## config.mk

```make
export PLATFORM = sky130hd
export DESIGN_NAME = benes_cfg_sequencer
export DESIGN_NICKNAME = d
export VERILOG_FILES = /design/src/rtl/benes_cfg_sequencer_pkg.sv /design/src/rtl/benes_cfg_table.sv /design/src/rtl/benes_cfg_sequencer.sv
export SDC_FILE = /design/constraint.sdc
export NUM_CORES = 2
export LEC_CHECK = 0
export CORE_ASPECT_RATIO = 1.1
export CORE_MARGIN = 10
export CORE_UTILIZATION = 61
export CTS_BUF_LIST = sky130_fd_sc_hd__clkbuf_4 sky130_fd_sc_hd__clkbuf_8 sky130_fd_sc_hd__clkbuf_16
export CTS_CLUSTER_SIZE = 30
export DETAILED_ROUTE_END_ITERATION = 8
export PLACE_DENSITY_LB_ADDON = 0.08
export SYNTH_ARGS = -nofsm -noshare
export SYNTH_HDL_FRONTEND = slang
export SYNTH_MEMORY_MAX_BITS = 65536
export SYNTH_SLANG_ARGS = --single-unit
```

## constraint.sdc

```tcl
create_clock -name clk -period 17.7 [get_ports clk]
set_clock_uncertainty 0.05 [all_clocks]
set_input_delay 1.77 -clock clk [delete_from_list [all_inputs] [get_ports clk]]
set_output_delay 1.77 -clock clk [all_outputs]
set_load 0.01 [all_outputs]
```

## src/rtl/benes_cfg_sequencer_pkg.sv

```systemverilog
// Shared definitions for the Benes switch-configuration sequencer and the
// Benes network modules that consume its select outputs.
package benes_cfg_sequencer_pkg;

  // Network geometry: 32-port Benes built from 2x2 switches.
  localparam int SWITCH_NUM = 16;
  localparam int STAGE_NUM  = 9;

  // Configuration table and hold-length sizing.
  localparam int CFG_DEPTH  = 16;
  localparam int LEN_W      = 8;
  localparam int CFG_AW     = $clog2(CFG_DEPTH);
  localparam int CFG_BITS   = SWITCH_NUM * STAGE_NUM;

  // One network's complete switch setting, indexed [switch][stage].
  typedef logic [SWITCH_NUM-1:0][0:STAGE_NUM-1] net_cfg_t;

  // Sequencer control state.
  typedef enum logic {
    ST_IDLE = 1'b0,
    ST_HOLD = 1'b1
  } state_e;

  // Table bank selector on the write port.
  typedef enum logic {
    SEL_R2M = 1'b0,
    SEL_M2R = 1'b1
  } bank_sel_e;

endpackage

```

## src/rtl/benes_cfg_table.sv

```systemverilog
// Two-bank configuration table (R2M module-select, M2R slot-select).
// One synchronous write port, one combinational read port that returns both
// banks for the same entry. Reads see the contents before a same-cycle write.
module benes_cfg_table #(
  parameter int SWITCH_NUM = benes_cfg_sequencer_pkg::SWITCH_NUM,
  parameter int STAGE_NUM  = benes_cfg_sequencer_pkg::STAGE_NUM,
  parameter int CFG_DEPTH  = benes_cfg_sequencer_pkg::CFG_DEPTH
) (
  input  logic                                  clk,
  input  logic                                  wr_en,
  input  logic                                  wr_sel,
  input  logic [$clog2(CFG_DEPTH)-1:0]          wr_addr,
  input  logic [STAGE_NUM*SWITCH_NUM-1:0]       wr_data,
  input  logic [$clog2(CFG_DEPTH)-1:0]          rd_addr,
  output logic [SWITCH_NUM-1:0][0:STAGE_NUM-1]  rd_r2m,
  output logic [SWITCH_NUM-1:0][0:STAGE_NUM-1]  rd_m2r
);
  import benes_cfg_sequencer_pkg::*;

  localparam int ROW_W = STAGE_NUM * SWITCH_NUM;

  // Entries are kept in the flattened write layout; transposition happens
  // on the read side so the write path stays a plain RAM.
  logic [ROW_W-1:0] r2m_mem [CFG_DEPTH];
  logic [ROW_W-1:0] m2r_mem [CFG_DEPTH];

  logic [ROW_W-1:0] r2m_row;
  logic [ROW_W-1:0] m2r_row;

  // Write port: one bank per cycle, selected by wr_sel.
  // NOTE: the storage arrays have no reset branch on purpose; clearing them
  // would need a per-entry reset mux and software always programs entries
  // before use. Non-blocking assignment keeps the combinational read in the
  // same cycle seeing the old contents (read-before-write).
  always_ff @(posedge clk) begin
    if (wr_en) begin
      if (wr_sel == SEL_M2R) begin
        m2r_mem[wr_addr] <= wr_data;
      end else begin
        r2m_mem[wr_addr] <= wr_data;
      end
    end
  end

  // Read port: fetch both banks and regroup stage-major bits to [switch][stage].
  always_comb begin
    // NOTE: every output gets a default before the loops so no path through
    // this block leaves a bit unassigned (no latch).
    rd_r2m  = '0;
    rd_m2r  = '0;
    r2m_row = r2m_mem[rd_addr];
    m2r_row = m2r_mem[rd_addr];
    for (int s = 0; s < STAGE_NUM; s++) begin
      for (int w = 0; w < SWITCH_NUM; w++) begin
        rd_r2m[w][s] = r2m_row[s*SWITCH_NUM + w];
        rd_m2r[w][s] = m2r_row[s*SWITCH_NUM + w];
      end
    end
  end

endmodule

```

## src/rtl/benes_cfg_sequencer.sv

```systemverilog
// Switch-configuration sequencer for the R2M and M2R Benes networks.
// Accepts (config ID, hold length) commands, snapshots the table entry into
// output registers and holds it for cmd_len+1 cycles. A command accepted on
// the final hold cycle takes over on the next cycle with no gap.
module benes_cfg_sequencer #(
  parameter int SWITCH_NUM = benes_cfg_sequencer_pkg::SWITCH_NUM,
  parameter int STAGE_NUM  = benes_cfg_sequencer_pkg::STAGE_NUM,
  parameter int CFG_DEPTH  = benes_cfg_sequencer_pkg::CFG_DEPTH,
  parameter int LEN_W      = benes_cfg_sequencer_pkg::LEN_W
) (
  input  logic                                  clk,
  input  logic                                  rst,
  input  logic                                  cfg_wr_en,
  input  logic                                  cfg_wr_sel,
  input  logic [$clog2(CFG_DEPTH)-1:0]          cfg_wr_addr,
  input  logic [STAGE_NUM*SWITCH_NUM-1:0]       cfg_wr_data,
  input  logic                                  cmd_valid,
  output logic                                  cmd_ready,
  input  logic [$clog2(CFG_DEPTH)-1:0]          cmd_cfg_id,
  input  logic [LEN_W-1:0]                      cmd_len,
  output logic [SWITCH_NUM-1:0][0:STAGE_NUM-1]  o_module_select,
  output logic [SWITCH_NUM-1:0][0:STAGE_NUM-1]  o_slot_select,
  output logic                                  o_cfg_valid,
  output logic [$clog2(CFG_DEPTH)-1:0]          o_cfg_id,
  output logic                                  o_last
);
  import benes_cfg_sequencer_pkg::*;

  localparam int ID_W = $clog2(CFG_DEPTH);

  typedef logic [SWITCH_NUM-1:0][0:STAGE_NUM-1] sel_t;

  state_e           state_q, state_d;
  logic [LEN_W-1:0] cnt_q, cnt_d;
  sel_t             mod_sel_q, mod_sel_d;
  sel_t             slot_sel_q, slot_sel_d;
  logic [ID_W-1:0]  cfg_id_q, cfg_id_d;

  sel_t             tbl_r2m;
  sel_t             tbl_m2r;
  logic             cnt_zero;
  logic             cmd_fire;

  // Configuration storage, read on the incoming command's ID.
  benes_cfg_table #(
    .SWITCH_NUM (SWITCH_NUM),
    .STAGE_NUM  (STAGE_NUM),
    .CFG_DEPTH  (CFG_DEPTH)
  ) u_table (
    .clk     (clk),
    .wr_en   (cfg_wr_en),
    .wr_sel  (cfg_wr_sel),
    .wr_addr (cfg_wr_addr),
    .wr_data (cfg_wr_data),
    .rd_addr (cmd_cfg_id),
    .rd_r2m  (tbl_r2m),
    .rd_m2r  (tbl_m2r)
  );

  assign cnt_zero = (cnt_q == '0);
  assign cmd_fire = cmd_valid && cmd_ready;

  // State, hold counter and output snapshot registers; reset dominates any command.
  always_ff @(posedge clk) begin
    if (rst) begin
      state_q    <= ST_IDLE;
      cnt_q      <= '0;
      mod_sel_q  <= '0;
      slot_sel_q <= '0;
      cfg_id_q   <= '0;
    end else begin
      state_q    <= state_d;
      cnt_q      <= cnt_d;
      mod_sel_q  <= mod_sel_d;
      slot_sel_q <= slot_sel_d;
      cfg_id_q   <= cfg_id_d;
    end
  end

  // Next state: enter/stay in HOLD on acceptance, fall back to IDLE when the hold ends unrenewed.
  always_comb begin
    state_d = state_q;
    case (state_q)
      ST_IDLE: begin
        if (cmd_fire) begin
          state_d = ST_HOLD;
        end
      end
      ST_HOLD: begin
        if (cnt_zero && !cmd_fire) begin
          state_d = ST_IDLE;
        end
      end
      default: state_d = ST_IDLE;
    endcase
  end

  // Datapath next values: load snapshot on acceptance, otherwise count down while holding.
  always_comb begin
    cnt_d      = cnt_q;
    mod_sel_d  = mod_sel_q;
    slot_sel_d = slot_sel_q;
    cfg_id_d   = cfg_id_q;
    if (cmd_fire) begin
      cnt_d      = cmd_len;
      mod_sel_d  = tbl_r2m;
      slot_sel_d = tbl_m2r;
      cfg_id_d   = cmd_cfg_id;
    end else if ((state_q == ST_HOLD) && !cnt_zero) begin
      cnt_d = cnt_q - LEN_W'(1);
    end
  end

  // Outputs: ready depends only on state/counter, selects hold their last value in IDLE.
  always_comb begin
    cmd_ready       = (state_q == ST_IDLE) || ((state_q == ST_HOLD) && cnt_zero);
    o_cfg_valid     = (state_q == ST_HOLD);
    o_last          = (state_q == ST_HOLD) && cnt_zero;
    o_module_select = mod_sel_q;
    o_slot_select   = slot_sel_q;
    o_cfg_id        = cfg_id_q;
  end

endmodule

```

==> impl_table.tex <==
\begin{tabular}{lr}
\hline
Metric & Value \\
\hline
\multicolumn{2}{l}{\textbf{Setup path}} \\
Slowest stage delay, CP & 0.90 ns \\
Cell breakdown of the critical path & clkdlybuf4s50\_1 > nand2b\_1 > nand2b\_1 > nor2\_4 > buf\_4 > buf\_4 > buf\_4 \\
Worst path slowest cell & sky130\_fd\_sc\_hd\_\_nor2\_4 \\
Worst EP arrival & 6.34 ns \\
Count of buffer and inverter cells on the critical path & 4 \\
Worst Path Max Fanout & 32 \\
Critical path capture point type & flip-flop \\
CP most frequent cell & sky130\_fd\_sc\_hd\_\_buf\_4 \\
Crit path max-delay family & buffers and inverters \\
Crit start category & input port \\
Worst setup path class & input port to flip-flop \\
Critical path required time & between 15 and 20 ns \\
\multicolumn{2}{l}{\textbf{STA}} \\
Max Fclk & 173.0 MHz \\
Count of final setup violators & 0 \\
Final Max Tran Viols & 0 \\
Final-report hold violation count & 0 \\
Unrepaired setup endpoints after global routing & no \\
Shortest period the worst path allows & approximately 5.8 ns \\
Fin crit share & 32.66\% \\
Final-layout setup total negative slack & 0 ns \\
Rel. slew slack & approximately 17\% \\
Transition at the pin with the smallest max-transition slack & 1.235 ns \\
\multicolumn{2}{l}{\textbf{Clocking}} \\
Clock-pin slew of the registers on the worst-case setup and hold paths & 0.06 ns \\
CTS Hold Bufs & 0 \\
Post-CTS Repair Setup Buffers & 0 \\
TritonCTS clock tree & yes \\
Clk root buf & sky130\_fd\_sc\_hd\_\_clkbuf\_16 \\
Number of clock sinks & 4909 \\
Largest buffer count on any clock path & 4 \\
Total number of H-tree levels & 5 \\
Worst skew pair latency & 1.01 ns \\
Number of buffers inserted during clock tree synthesis & 468 \\
Post-CTS Resized & 0 \\
\multicolumn{2}{l}{\textbf{Synthesis}} \\
Netlist area before placement & 183900 um\^{}2 \\
Mean Syn Cell Area & 23.59 um\^{}2 \\
Cells after Synth & 7794 \\
Synth area leader & sky130\_fd\_sc\_hd\_\_edfxtp\_1 \\
Share of the synthesized area in the top cell type & 75.25\% \\
Leading cell types by total area after synthesis & sky130\_fd\_sc\_hd\_\_edfxtp\_1 75\%, sky130\_fd\_sc\_hd\_\_mux4\_2 14\%, sky130\_fd\_sc\_hd\_\_dfxtp\_1 3.3\%, sky130\_fd\_sc\_hd\_\_mux2\_2 1.8\%, sky130\_fd\_sc\_hd\_\_mux2i\_1 1.6\% \\
Count of yosys warnings during synthesis & 0 \\
Ys async rst share & 0\% \\
Sequential element share of the synthesized area & 78.53\% \\
Most frequently used flop master after synthesis & sky130\_fd\_sc\_hd\_\_edfxtp\_1 \\
Net count after synthesis & approximately 8000 \\
EDFF count, synth & 4608 \\
Number of different library cells in the post-synthesis netlist & 42 \\
Synth Register Bits & 4909 \\
\multicolumn{2}{l}{\textbf{Power and ir drop}} \\
Worst IR Drop VDD & 0.0001073 V \\
Power density cells & 118.7 nW/um\^{}2 \\
PnR Total Power & 24810 uW \\
Static Leak & 0.06597 uW \\
\multicolumn{2}{l}{\textbf{Global routing}} \\
Number of antenna violations at the first check in global routing & between 40 and 50 \\
Number of global-route vias before repair & between 90000 and 100k \\
Overall global routing resource usage & 28.73\% \\
GR Util met2 & 45.25\% \\
Total congestion overflow after global routing & 0 \\
Largest net degree at the start of global routing & 138 \\
Met1 GRT Util & 41.64\% \\
Grt peak-use layer & met2 \\
Global-route wire length before repair & 667.4 mm \\
Met3 global-route usage & 6.475\% \\
\multicolumn{2}{l}{\textbf{Layout}} \\
Leading cell type in the layout, fill and taps excluded & sky130\_fd\_sc\_hd\_\_edfxtp\_1 \\
Fraction of layout cells with a size suffix above 1 & 28.24\% \\
Net count of the finished layout & between 8000 and 9000 \\
Leading cell types in the layout, fill and taps excluded & 4608 x sky130\_fd\_sc\_hd\_\_edfxtp\_1, 1152 x sky130\_fd\_sc\_hd\_\_mux4\_2, 471 x sky130\_fd\_sc\_hd\_\_clkbuf\_16, 455 x sky130\_fd\_sc\_hd\_\_clkdlybuf4s50\_1, 301 x sky130\_fd\_sc\_hd\_\_dfxtp\_1 \\
Fillers & 17840 \\
Synth-to-layout area growth & 13.61\% \\
\multicolumn{2}{l}{\textbf{Floorplan}} \\
Die width & between 500 and 600 um \\
Starting density of the core & 61.26\% \\
Number of placed I/O pins & 460 \\
Area of the core & 300200 um\^{}2 \\
Area of the die & 323800 um\^{}2 \\
\# rows & 211 \\
Die Y-Extent & 595.8 um \\
\multicolumn{2}{l}{\textbf{Drt}} \\
Wire length after detailed routing & 468.3 mm \\
DRT iter0 DRCs & 11840 \\
Number of search-and-repair iterations in the first detailed-routing pass & 6 \\
Number of vias in the routed layout & 88270 \\
Final ANT Viol Nets & 0 \\
Vias per Instance & 6.883 \\
Detail-routed net length per standard cell & 36.52 um \\
\# DRC & 0 \\
\multicolumn{2}{l}{\textbf{Placed design}} \\
Final Wtd Congestion & 0.7583 \\
HPWL after DPL & around 230 mm \\
Count of buffers inserted at the top-level ports & 459 \\
\multicolumn{2}{l}{\textbf{Flow run}} \\
Count of max-cap constraint violations & 0 \\
\multicolumn{2}{l}{\textbf{Outcome}} \\
Run status & completed \\
\multicolumn{2}{l}{\textbf{Worst hold path}} \\
Worst min-delay path category & flip-flop to flip-flop \\
\hline
\end{tabular}
[cell type report]
cell class	instances	area [um^2]	area share, %
multi-input cells	2424	37020	17.72
inverters	6	22.52	0.01078
repair buffers	649	6345	3.037
well taps	3940	4930	2.360
flip-flops and latches	4909	144400	69.12
clock buffers	653	13560	6.490
diodes	12	30.03	0.01437
clock inverters	230	2619	1.253
[metal layers]
| layer | wire [um] | vias to the layer above | part of all wire [%] |
|---|---|---|---|
| met5 | 336 | - | 0.072 |
| met4 | 12040 | 54 | 2.6 |
| met3 | 47170 | 659 | 10 |
| met2 | 226300 | 4707 | 48 |
| met1 | 182500 | 47990 | 39 |
| li1 | - | 34860 | - |
[flip-flops by register name, indices dropped and copies added, names as in the netlist]
| name | cells |
|---|---|
| o_slot_select | 144 |
| o_cfg_valid | 1 |
| u_table.m2r_mem | 2304 |
| o_cfg_id | 4 |
| u_table.r2m_mem | 2304 |
| cnt_q | 8 |
| o_module_select | 144 |
[kinds of logic (layout without fill, tap and decap cells)]
logic type | count (synthesis) | in the layout | share of synthesized area (%)
AOI/OAI and AO/OA | 595 | 595 | 2.230
adders and majority gates | 2 | 2 | 0.01361
buffers and inverters | 461 | 1538 | 1.503
DFF | 4909 | 4909 | 78.53
muxes | 1735 | 1735 | 17.48
other | 0 | 12 | 0
and+or+nand+nor | 92 | 92 | 0.2490
[final timing paths]
kind / to / start / slack, ns / cells past startpoint
max: u_table.r2m_mem[14][80] / cfg_wr_addr[1] / 11.92 / 7
min: o_module_select[37] / o_module_select[37] / 0.43 / 2
max reg2reg: o_module_select[50] / cnt_q[0] / 13.01 / 9
min reg2reg: o_module_select[37] / o_module_select[37] / 0.43 / 2
[power breakdown]
group,internal [uW],leakage (uW),switching [uW],total (uW)
clock,6080,0.00808,4270,10400
sequential,12900,0.0440,164,13100
combinational,583,0.0139,799,1380
[stage by stage]
step                utilization, %  hold WS, ns  instances  cell area [um^2]  setup WS, ns
floorplan                        -       0.4342       7794            183900         4.740
global placement             64.20       0.4148      11930            192700         11.03
detailed placement           64.20       0.4221      11930            192700         10.96
CTS                          69.59       0.4366      12810            208900         12.00
global route                 69.60       0.4457      12820            208900         11.82
finish                       69.60       0.4319      12820            208900         11.92
[synth_stat cells (3+ instances only)]
master,count
sky130_fd_sc_hd__a31oi_1,5
sky130_fd_sc_hd__a32oi_1,289
sky130_fd_sc_hd__buf_1,15
sky130_fd_sc_hd__buf_2,178
sky130_fd_sc_hd__buf_4,44
sky130_fd_sc_hd__buf_6,86
sky130_fd_sc_hd__clkbuf_1,132
sky130_fd_sc_hd__dfxtp_1,301
sky130_fd_sc_hd__edfxtp_1,4608
sky130_fd_sc_hd__inv_1,6
sky130_fd_sc_hd__mux2_2,289
sky130_fd_sc_hd__mux2i_1,294
sky130_fd_sc_hd__mux4_2,1152
sky130_fd_sc_hd__nand2_1,11
sky130_fd_sc_hd__nand2b_1,6
sky130_fd_sc_hd__nand3_1,8
sky130_fd_sc_hd__nor2_1,37
sky130_fd_sc_hd__nor2b_1,3
sky130_fd_sc_hd__nor3_1,9
sky130_fd_sc_hd__o21ai_0,117
sky130_fd_sc_hd__o21ai_1,172
sky130_fd_sc_hd__or3_1,3
[worst register-to-register path, stage by stage, from the launching register on]
cell                      delay [ns]
sky130_fd_sc_hd__dfxtp_1        0.40
sky130_fd_sc_hd__inv_1          0.08
sky130_fd_sc_hd__ha_1           0.23
sky130_fd_sc_hd__or4b_4         0.25
sky130_fd_sc_hd__o211a_4        0.59
sky130_fd_sc_hd__buf_4          0.90
sky130_fd_sc_hd__buf_4          0.95
sky130_fd_sc_hd__buf_4          0.86
sky130_fd_sc_hd__a32oi_1        0.18
sky130_fd_sc_hd__o21ai_1        0.13
No activity file was read; power rests on OpenSTA's default activity.
